==> config.mk <==
export PLATFORM = sky130hd
export DESIGN_NAME = axi_slave_reg_bridge
export DESIGN_NICKNAME = d
export VERILOG_FILES = /design/src/rtl/axi_slave_reg_bridge.sv
export SDC_FILE = /design/constraint.sdc
export NUM_CORES = 1
export LEC_CHECK = 0
export CAP_MARGIN = 20
export CORE_MARGIN = 4
export CORE_UTILIZATION = 35
export DETAILED_ROUTE_END_ITERATION = 10
export HOLD_SLACK_MARGIN = 0.06
export MAX_ROUTING_LAYER = met4
export PLACE_DENSITY = 0.69
export SYNTH_ARGS = -nofsm -noshare
export SYNTH_HDL_FRONTEND = slang
export SYNTH_SLANG_ARGS = --single-unit
==> constraint.sdc <==
create_clock -name clk -period 2.8 [get_ports clk]
set_input_delay 0.28 -clock clk [delete_from_list [all_inputs] [get_ports clk]]
set_output_delay 0.28 -clock clk [all_outputs]
set_load 0.05 [all_outputs]
==> src/rtl/axi_slave_reg_bridge.sv <==
// rtl/axi_slave_reg_bridge.sv - AXI4 slave to single-beat register bus bridge
//
// Purpose: accepts one AXI4 read or write burst at a time from the interconnect
// and replays it as single-beat request/response transfers on the register bus.
// Handles window decode, INCR/FIXED address stepping, ID echo and error merging.
//
// Ports:
//   clk, rst        - clock, synchronous active-high reset
//   axi_mosi        - AXI4 master-to-slave channels (AW, W, B-ready, AR, R-ready)
//   axi_miso        - AXI4 slave-to-master channels (AW/W/AR ready, B, R)
//   reg_req_*       - register request (valid/ready, we, offset addr, wdata, wstrb)
//   reg_rsp_*       - register response pulse with read data and error flag

package amba_axi_pkg;
  localparam int AXI_ADDR_WIDTH = 32;
  localparam int AXI_DATA_WIDTH = 32;
  localparam int AXI_ID_WIDTH   = 4;

  localparam logic [1:0] RESP_OKAY   = 2'b00;
  localparam logic [1:0] RESP_SLVERR = 2'b10;
  localparam logic [1:0] RESP_DECERR = 2'b11;

  localparam logic [1:0] BURST_FIXED = 2'b00;
  localparam logic [1:0] BURST_INCR  = 2'b01;
  localparam logic [1:0] BURST_WRAP  = 2'b10;

  typedef struct packed {
    logic [AXI_ID_WIDTH-1:0]     awid;
    logic [AXI_ADDR_WIDTH-1:0]   awaddr;
    logic [7:0]                  awlen;
    logic [2:0]                  awsize;
    logic [1:0]                  awburst;
    logic                        awvalid;
    logic [AXI_DATA_WIDTH-1:0]   wdata;
    logic [AXI_DATA_WIDTH/8-1:0] wstrb;
    logic                        wlast;
    logic                        wvalid;
    logic                        bready;
    logic [AXI_ID_WIDTH-1:0]     arid;
    logic [AXI_ADDR_WIDTH-1:0]   araddr;
    logic [7:0]                  arlen;
    logic [2:0]                  arsize;
    logic [1:0]                  arburst;
    logic                        arvalid;
    logic                        rready;
  } s_axi_mosi_t;

  typedef struct packed {
    logic                        awready;
    logic                        wready;
    logic [AXI_ID_WIDTH-1:0]     bid;
    logic [1:0]                  bresp;
    logic                        bvalid;
    logic                        arready;
    logic [AXI_ID_WIDTH-1:0]     rid;
    logic [AXI_DATA_WIDTH-1:0]   rdata;
    logic [1:0]                  rresp;
    logic                        rlast;
    logic                        rvalid;
  } s_axi_miso_t;
endpackage

module axi_slave_reg_bridge #(
  parameter logic [amba_axi_pkg::AXI_ADDR_WIDTH-1:0] BASE_ADDR = '0,
  parameter int unsigned WINDOW_SIZE    = 'h1000,
  parameter int unsigned DATA_WIDTH     = 32,
  parameter int unsigned TIMEOUT_CYCLES = 255
) (
  input  logic                                    clk,
  input  logic                                    rst,
  input  amba_axi_pkg::s_axi_mosi_t               axi_mosi,
  output amba_axi_pkg::s_axi_miso_t               axi_miso,
  output logic                                    reg_req_valid,
  input  logic                                    reg_req_ready,
  output logic                                    reg_req_we,
  output logic [amba_axi_pkg::AXI_ADDR_WIDTH-1:0] reg_req_addr,
  output logic [DATA_WIDTH-1:0]                   reg_req_wdata,
  output logic [DATA_WIDTH/8-1:0]                 reg_req_wstrb,
  input  logic                                    reg_rsp_valid,
  input  logic [DATA_WIDTH-1:0]                   reg_rsp_rdata,
  input  logic                                    reg_rsp_err
);
  import amba_axi_pkg::*;

  localparam int AW = AXI_ADDR_WIDTH;
  localparam int TW = (TIMEOUT_CYCLES < 2) ? 1 : $clog2(TIMEOUT_CYCLES + 1);

  typedef enum logic [2:0] {
    IDLE, WR_DATA, WR_REQ, WR_WAIT, WR_RESP, RD_REQ, RD_WAIT, RD_DATA
  } state_t;

  state_t                  state_q, state_d;
  logic                    prio_wr_q;
  logic [AXI_ID_WIDTH-1:0] id_q;
  logic [AW-1:0]           addr_q;
  logic [2:0]              size_q;
  logic [1:0]              burst_q;
  logic [7:0]              cnt_q;
  logic [1:0]              txn_err_q;
  logic [1:0]              resp_acc_q;
  logic                    last_q;
  logic [DATA_WIDTH-1:0]   wdata_q;
  logic [DATA_WIDTH/8-1:0] wstrb_q;
  logic [DATA_WIDTH-1:0]   rdata_q;
  logic [1:0]              rresp_q;
  logic [TW-1:0]           tcnt_q;

  logic          aw_grant, ar_grant, wready, req_valid, bvalid, rvalid;
  logic          timeout, beat_done, beat_err, w_last_beat, early_wlast;
  logic [1:0]    beat_code, beat_status;
  logic [AW-1:0] next_addr;

  // Widened by one bit so a window ending at the top of the address space
  // does not wrap.
  function automatic logic in_window(input logic [AW-1:0] a);
    logic [AW:0] lo, hi;
    lo = {1'b0, BASE_ADDR};
    hi = lo + (AW+1)'(WINDOW_SIZE);
    return ({1'b0, a} >= lo) && ({1'b0, a} < hi);
  endfunction

  function automatic logic [1:0] decode(input logic [AW-1:0] a, input logic [1:0] b);
    if (!in_window(a))     return RESP_DECERR;
    if (b == BURST_WRAP)   return RESP_SLVERR;
    return RESP_OKAY;
  endfunction

  // Encodings order as OKAY < SLVERR < DECERR, so the worst is the larger.
  function automatic logic [1:0] worst(input logic [1:0] a, input logic [1:0] b);
    return (a > b) ? a : b;
  endfunction

  // Once a beat leaves the window the sticky txn_err_q keeps later beats DECERR.
  assign beat_code   = in_window(addr_q) ? txn_err_q : RESP_DECERR;
  assign beat_err    = (beat_code != RESP_OKAY);
  assign timeout     = (tcnt_q == TW'(TIMEOUT_CYCLES));
  assign beat_done   = reg_rsp_valid || timeout;
  assign beat_status = (!reg_rsp_valid || reg_rsp_err) ? RESP_SLVERR : RESP_OKAY;
  assign w_last_beat = axi_mosi.wlast || (cnt_q == 8'd0);
  assign early_wlast = axi_mosi.wlast && (cnt_q != 8'd0);
  assign next_addr   = (burst_q == BURST_FIXED) ? addr_q : addr_q + (AW'(1) << size_q);

  always_ff @(posedge clk) begin
    if (rst) state_q <= IDLE;
    else     state_q <= state_d;
  end

  always_comb begin
    state_d   = state_q;
    aw_grant  = 1'b0;
    ar_grant  = 1'b0;
    wready    = 1'b0;
    req_valid = 1'b0;
    bvalid    = 1'b0;
    rvalid    = 1'b0;
    case (state_q)
      IDLE: begin
        // Contention is resolved by prio_wr_q; a lone request is always granted.
        if (!rst) begin
          if (axi_mosi.awvalid && (!axi_mosi.arvalid || prio_wr_q)) aw_grant = 1'b1;
          else if (axi_mosi.arvalid)                                ar_grant = 1'b1;
        end
        if (aw_grant)      state_d = WR_DATA;
        else if (ar_grant) state_d = RD_REQ;
      end
      WR_DATA: begin
        wready = 1'b1;
        if (axi_mosi.wvalid) begin
          if (!beat_err)        state_d = WR_REQ;
          else if (w_last_beat) state_d = WR_RESP;
        end
      end
      WR_REQ: begin
        req_valid = 1'b1;
        if (reg_req_ready) state_d = WR_WAIT;
      end
      WR_WAIT: begin
        if (beat_done) state_d = last_q ? WR_RESP : WR_DATA;
      end
      WR_RESP: begin
        bvalid = 1'b1;
        if (axi_mosi.bready) state_d = IDLE;
      end
      RD_REQ: begin
        // Errored beats skip the register bus and go straight to the R channel.
        if (beat_err) state_d = RD_DATA;
        else begin
          req_valid = 1'b1;
          if (reg_req_ready) state_d = RD_WAIT;
        end
      end
      RD_WAIT: begin
        if (beat_done) state_d = RD_DATA;
      end
      RD_DATA: begin
        rvalid = 1'b1;
        if (axi_mosi.rready) state_d = (cnt_q == 8'd0) ? IDLE : RD_REQ;
      end
      default: state_d = IDLE;
    endcase
  end

  always_ff @(posedge clk) begin
    if (rst) begin
      prio_wr_q  <= 1'b1;
      id_q       <= '0;
      addr_q     <= '0;
      size_q     <= '0;
      burst_q    <= '0;
      cnt_q      <= '0;
      txn_err_q  <= RESP_OKAY;
      resp_acc_q <= RESP_OKAY;
      last_q     <= 1'b0;
      wdata_q    <= '0;
      wstrb_q    <= '0;
      rdata_q    <= '0;
      rresp_q    <= RESP_OKAY;
      tcnt_q     <= '0;
    end else begin
      // Zero outside the WAIT states, so it is clear on every WAIT entry.
      if (state_q == WR_WAIT || state_q == RD_WAIT) begin
        if (!timeout) tcnt_q <= tcnt_q + TW'(1);
      end else begin
        tcnt_q <= '0;
      end

      case (state_q)
        IDLE: begin
          if (aw_grant) begin
            id_q       <= axi_mosi.awid;
            addr_q     <= axi_mosi.awaddr;
            size_q     <= axi_mosi.awsize;
            burst_q    <= axi_mosi.awburst;
            cnt_q      <= axi_mosi.awlen;
            txn_err_q  <= decode(axi_mosi.awaddr, axi_mosi.awburst);
            resp_acc_q <= RESP_OKAY;
            if (axi_mosi.arvalid) prio_wr_q <= ~prio_wr_q;
          end else if (ar_grant) begin
            id_q      <= axi_mosi.arid;
            addr_q    <= axi_mosi.araddr;
            size_q    <= axi_mosi.arsize;
            burst_q   <= axi_mosi.arburst;
            cnt_q     <= axi_mosi.arlen;
            txn_err_q <= decode(axi_mosi.araddr, axi_mosi.arburst);
            if (axi_mosi.awvalid) prio_wr_q <= ~prio_wr_q;
          end
        end
        WR_DATA: begin
          if (axi_mosi.wvalid) begin
            resp_acc_q <= worst(worst(resp_acc_q, beat_code),
                                early_wlast ? RESP_SLVERR : RESP_OKAY);
            if (beat_err) begin
              txn_err_q <= beat_code;
              if (!w_last_beat) begin
                cnt_q  <= cnt_q - 8'd1;
                addr_q <= next_addr;
              end
            end else begin
              wdata_q <= axi_mosi.wdata;
              wstrb_q <= axi_mosi.wstrb;
              last_q  <= w_last_beat;
            end
          end
        end
        WR_WAIT: begin
          if (beat_done) begin
            resp_acc_q <= worst(resp_acc_q, beat_status);
            if (!last_q) begin
              cnt_q  <= cnt_q - 8'd1;
              addr_q <= next_addr;
            end
          end
        end
        RD_REQ: begin
          if (beat_err) begin
            rdata_q   <= '0;
            rresp_q   <= beat_code;
            txn_err_q <= beat_code;
          end
        end
        RD_WAIT: begin
          if (beat_done) begin
            rdata_q <= reg_rsp_valid ? reg_rsp_rdata : '0;
            rresp_q <= beat_status;
          end
        end
        RD_DATA: begin
          if (axi_mosi.rready && cnt_q != 8'd0) begin
            cnt_q  <= cnt_q - 8'd1;
            addr_q <= next_addr;
          end
        end
        default: ;
      endcase
    end
  end

  always_comb begin
    axi_miso         = '0;
    axi_miso.awready = aw_grant;
    axi_miso.arready = ar_grant;
    axi_miso.wready  = wready;
    axi_miso.bvalid  = bvalid;
    axi_miso.bid     = id_q;
    axi_miso.bresp   = resp_acc_q;
    axi_miso.rvalid  = rvalid;
    axi_miso.rid     = id_q;
    axi_miso.rdata   = rdata_q;
    axi_miso.rresp   = rresp_q;
    axi_miso.rlast   = rvalid && (cnt_q == 8'd0);
  end

  assign reg_req_valid = req_valid;
  assign reg_req_we    = (state_q == WR_REQ);
  assign reg_req_addr  = addr_q - BASE_ADDR;
  assign reg_req_wdata = wdata_q;
  assign reg_req_wstrb = wstrb_q;

endmodule

==> impl_metrics.yaml, run 1 <==
timing:
  tns_ps: 0
  skew_ps: 11.1
  final-setup-viol-count: 0
  rsz0062_at_grt: "true"
  fmax_mhz: 366
  slew_violations: 0
  worstMarginPinSlew_ps: 901
  hold-worst-slack_ps: 305
  hold_violations: 0
  final.min_clock_period_ps: 2730
  fin_crit_sh: 0.976
  slew_headroom: 0.399
worst_setup_path:
  worst-path-max-fanout: 19
  crit_type: "register to output port"
  path_cells: "or3_1 -> or3_1 -> inv_2 -> buf_4 -> buf_4"
  path_buf_inv: 3
  slowest_delay_ps: 510
  worst_ep_required_time_ps: 2520
  startpoint_type: "register"
  arrival_ps: 2450
  end_kind: "output port"
  critical_path.slowest_cell: "or3_1"
  path_delay_family: "simple AND/OR/NAND/NOR gates"
power_and_ir_drop:
  power.total_mw: 10.6
  power_density_nw_per_um2: 892
  irDropWorstVdd_mv: 0.522
  p_leak_nw: 4.39
synthesis:
  syn_avg_cell_area_um2: 7.68
  synth.top_cell.area_share: 0.362
  synth_area_um2: 7530
  yosysTopAreaCell: "dfxtp_1"
  seq_area_frac_synth: 0.362
  synth_cell_types: 72
  syn_nets: 1174
  ys_seq_elements: 136
  synth-edff-count: 0
  yosys_warnings: 0
  synthArstFlopShare: 0
  synth_cells: 980
  synthFlopType: "dfxtp_1"
  synth_area_leaders: "dfxtp_1 36%, nand2_1 9.9%, a21oi_1 7.2%"
global_route:
  grt-ovfl-total: 0
  antenna_found_initial: 1
  grt_max_degree: 78
  grtUsageTotal: 0.249
  grt_pass1_vias: 8586
  grt_pass1_wl_um: 46500
clocking:
  path_clk_slew_ps: 70
  cts_root_buf: "clkbuf_16"
  clockBufferDepth: 2
  cts_buffers: 17
  cts_sinks: 136
  postCtsHoldBufs: 0
  cts_tree: "yes"
  cts.htree.levels: 4
  clk_latency_ps: 420
floorplanning:
  die_x_um: 155
  core_area_um2: 21100
  die_h_um: 155
  floorplan.die_area_um2: 23900
  top_level_ports: 297
  row_count: 53
  start_util: 0.357
routing:
  dr_total_vias: 8891
  dr.first_iter.drc_count: 909
  wl_per_cell_um: 18.9
  routed_wl_um: 30100
  drtAntennaViolNets: 0
  drtPass1Iterations: 7
  drc: 0
  viasPerCell: 5.57
layout:
  final_nets: 1502
  finalNonFillerCells: 1597
  layout_commonest_cell: "clkdlybuf4s50_1"
  mostFrequentLayoutCells: "289 x clkdlybuf4s50_1, 199 x nand2_1, 135 x dfxtp_1"
  fin_util: 0.562
  area_growth_pct: 57.3
  drive_gt1_frac: 0.124
placed_design:
  dp_hpwl_um: 22700
  place_congestion: 0.940
  port_buffers: 296
  dp_cells: 1563
status:
  status: "finished clean"
worst_hold_path:
  min_path_type: "primary input to register"
flow_run:
  max_cap_viol_count: 0
-- metal layers --
layer / part of all wire / track usage
met5: 0 / -
met2: 0.47 / 0.390
met3: 0.075 / 0.0464
met1: 0.42 / 0.319
met4: 0.034 / 0.0955
-- cell usage after synthesis, types with 10 or more instances --
cell      number
o21ai_0       46
nor3b_1       10
nand2_1      199
dfxtp_1      136
buf_4         11
inv_1         25
or3_1         11
a22o_1        32
nor2_1        44
clkbuf_1      38
nor4_1        27
buf_2         10
ha_1          16
and3_1        10
nor3_1        23
a21oi_1      108
a211oi_1      10
nand3_1       36
-- per-stage QoR --
| stage | worst slack [ps] | instance area, µm² |
|---|---|---|
| global placement | 86.2 | 11200 |
| floorplan | 6.53 | 7530 |
| CTS | 22.6 | 11800 |
| detailed placement | 38.5 | 11200 |
| finish | 67.8 | 11800 |
| global route | -80.9 | 11800 |
-- layout make-up --
| type | count | area (µm²) |
|---|---|---|
| Inverter | 29 | 109 |
| Timing Repair Buffer | 380 | 3650 |
| Tap cell | 275 | 344 |
| Multi-Input combinational cell | 744 | 4440 |
| Clock buffer | 18 | 439 |
| Clock inverter | 14 | 133 |
| Antenna cell | 1 | 2.50 |
| Fill cell | 1963 | 9250 |
| Sequential cell | 136 | 2720 |
-- flip-flops by register name (all words and copies together) (netlist names), 4 cells and up --
| signal | flops |
|---|---|
| reg_req_wstrb | 4 |
| addr_q | 32 |
| cnt_q | 8 |
| tcnt_q | 8 |
| rdata_q | 32 |
| reg_req_wdata | 32 |
| id_q | 4 |
-- worst register-to-register path, delay by kind of cell (launching register included) --
| kind | cells | cell delay (ps) |
|---|---|---|
| DFF | 1 | 370 |
| buffers and inverters | 4 | 580 |
| and+or+nand+nor | 3 | 420 |
| adders and majority gates | 1 | 290 |
| AOI/OAI and AO/OA | 4 | 940 |
-- final timing paths --
kind / start / slack, ps / cells after the start / to
max reg2reg: size_q[1] / 100 / 12 / addr_q[16]
max: state_q[2] / 70 / 5 / axi_miso[49]
min: rst / 310 / 3 / addr_q[5]
min reg2reg: reg_req_wdata[28] / 450 / 2 / reg_req_wdata[28]
-- repair_timing --
action / in CTS / in global routing
gates cloned: 0 / 0
setup endpoints to repair: 3 / 20
endpoints found under the hold margin: 0 / 0
setup buffers: 1 / 0
gates resized for setup: 1 / 23
pin swaps: 1 / 3
-- logic make-up after synthesis --
logic type / count (synthesis) / share of synthesized area
compound gates: 301 / 0.267
xor+xnor: 8 / 0.00931
flops: 136 / 0.362
mux: 13 / 0.0179
simple gates: 405 / 0.252
buf+inv: 100 / 0.0630
fa+ha+maj: 17 / 0.0293
-- power breakdown --
group / internal, mW / switching [mW] / total (mW) / leakage [nW]
logic: 2.29 / 3.53 / 5.81 / 3.01
registers: 2.25 / 0.301 / 2.55 / 1.10
clock network: 1.20 / 0.998 / 2.20 / 0.277
total: 5.73 / 4.82 / 10.6 / 4.39
(Power assumes the default switching activity.)
==> inputs of run 2 (changes only) <==
--- a/config.mk
+++ b/config.mk
@@ -6,7 +6,7 @@
 export NUM_CORES = 1
 export LEC_CHECK = 0
 export CAP_MARGIN = 20
-export CORE_MARGIN = 4
+export CORE_MARGIN = 5
 export CORE_UTILIZATION = 35
 export DETAILED_ROUTE_END_ITERATION = 10
 export HOLD_SLACK_MARGIN = 0.06
==> run 2 against run 1 <==
- cell count is the same
- via count is 1.3% lower
- critical path depth grew 4
- count of clock-buffer cells in the layout down 1
- highest routed layer unchanged
- largest power group unchanged
- worst setup slack gained 27 ps
- largest cell class unchanged
- clock power is 2% higher
- global-route usage shrank 0.54 points
==> impl_metrics.yaml, run 2 (same netlist as run 1, synthesis figures left out) <==
timing:
  fmax_mhz: 370
  final.min_clock_period_ps: 2710
  rsz0062_at_grt: "true"
  fin_crit_sh: 0.966
  slew_headroom: 0.515
  final-setup-viol-count: 0
  hold_violations: 0
  worstMarginPinSlew_ps: 728
  skew_ps: 10.7
  slew_violations: 0
clocking:
  path_clk_slew_ps: 70
  clk_latency_ps: 420
  cts_buffers: 17
  cts.htree.levels: 4
  postCtsHoldBufs: 0
  cts_root_buf: "clkbuf_16"
  clockBufferDepth: 2
  cts_tree: "yes"
  cts_sinks: 136
worst_hold_path:
  min_path_type: "primary input to register"
layout:
  final_nets: 1503
  mostFrequentLayoutCells: "290 x clkdlybuf4s50_1, 199 x nand2_1, 136 x dfxtp_1"
  finalNonFillerCells: 1597
  num_antenna_cells: 0
  drive_gt1_frac: 0.118
  fin_util: 0.560
  layout_commonest_cell: "clkdlybuf4s50_1"
  area_growth_pct: 57.0
  nFillCells: 1983
routing:
  drc: 0
  dr.first_iter.drc_count: 765
  drtPass1Iterations: 5
  drtAntennaViolNets: 0
  dr_total_vias: 8776
  wl_per_cell_um: 18.7
  routed_wl_um: 29900
  viasPerCell: 5.50
worst_setup_path:
  startpoint_type: "register"
  crit_type: "register to register"
  reg2reg_setup_slack_ps: 90
  critical_path.slowest_cell: "or4_4"
  end_kind: "register"
  slowest_delay_ps: 520
  crit_path_start: "size_q[2]"
  arrival_ps: 3050
  r2r_start: "size_q[2]"
  crit_end: "addr_q[26]"
  path_cells: "nor3_1 -> ha_2 -> inv_1 -> fa_1 -> nor2b_2 -> o31a_1 -> o2111ai_2 -> or4_4 -> a221oi_2"
  rr_endpoint: "addr_q[26]"
  ff2ff_path_depth: 9
  worst_ep_required_time_ps: 3140
  worst-path-max-fanout: 9
global_route:
  grt_pass1_vias: 8462
  antenna_found_initial: 0
  grt-ovfl-total: 0
  grt_max_degree: 62
  grtUsageTotal: 0.243
  grt_pass1_wl_um: 46100
flow_run:
  max_cap_viol_count: 0
floorplanning:
  top_level_ports: 297
  floorplan.die_area_um2: 24500
  die_x_um: 157
  row_count: 53
  start_util: 0.357
  core_area_um2: 21100
  die_h_um: 157
placed_design:
  dp_cells: 1564
  dp_hpwl_um: 22900
  port_buffers: 296
  place_congestion: 0.969
power_and_ir_drop:
  irDropWorstVdd_mv: 0.521
  power_density_nw_per_um2: 888
  p_leak_nw: 4.38
status:
  status: "finished clean"
==> run 2: worst min-delay path by stage <==
stage / from / endpoint / slack (ps) / depth (start not counted)
final: axi_mosi[79] / reg_req_wdata[21] / 400 / 3
after global routing: axi_mosi[85] / reg_req_wdata[27] / 390 / 3
after CTS: axi_mosi[75] / reg_req_wdata[17] / 380 / 3
after detailed placement: reg_req_wstrb[0] / reg_req_wstrb[0] / 450 / 2
after global placement: reg_req_wdata[6] / reg_req_wdata[6] / 440 / 2
after floorplan: reg_rsp_rdata[0] / rdata_q[0] / 410 / 1
==> run 2: power by group <==
group / switching (mW) / internal [mW]
registers: 0.277 / 2.25
clock network: 0.991 / 1.26
logic: 3.47 / 2.26
==> run 2: worst max-delay path: cells and delay by family, from the launching register on <==
| kind | cells | cell delay (ps) |
|---|---|---|
| flops | 1 | 370 |
| buf+inv | 1 | 60 |
| simple gates | 3 | 880 |
| fa+ha+maj | 2 | 630 |
| compound gates | 3 | 690 |
==> run 2: final cells by class <==
type | count | area [µm²] | share of cell area
multi-input combinational | 744 | 4400 | 0.373
timing repair buffer | 381 | 3660 | 0.310
sequential | 136 | 2720 | 0.230
clock buffer | 17 | 425 | 0.0360
tap | 275 | 344 | 0.0291
clock inverter | 15 | 154 | 0.0130
inverter | 29 | 109 | 0.00921
==> run 2: per-stage QoR <==
stage          area [µm²]  total power [mW]  TNS [ps]  hold WS [ps]  setup slack, ps
5_1_grt             11800              11.1      -229           387            -58.8
3_5_place_dp        11200              8.10         0           446             56.9
2_1_floorplan        7530              5.98         0           413             6.53
3_3_place_gp        11200              8.07         0           441             72.4
4_1_cts             11800              10.4         0           383             1.49
6_report            11800              10.5         0           401             94.9
==> run 2: timing repair <==
item	in CTS	in global routing
resized for setup	0	15
setup buffers	0	1
endpoints found under the setup margin	0	14
==> run 2: routing by layer <==
metal,global-route usage,routed length (µm),vias up
li1,-,-,4249
met1,0.312,12600,4067
met2,0.380,14100,395
met3,0.0476,2260,65
met4,0.0909,998,0
met5,-,0,-
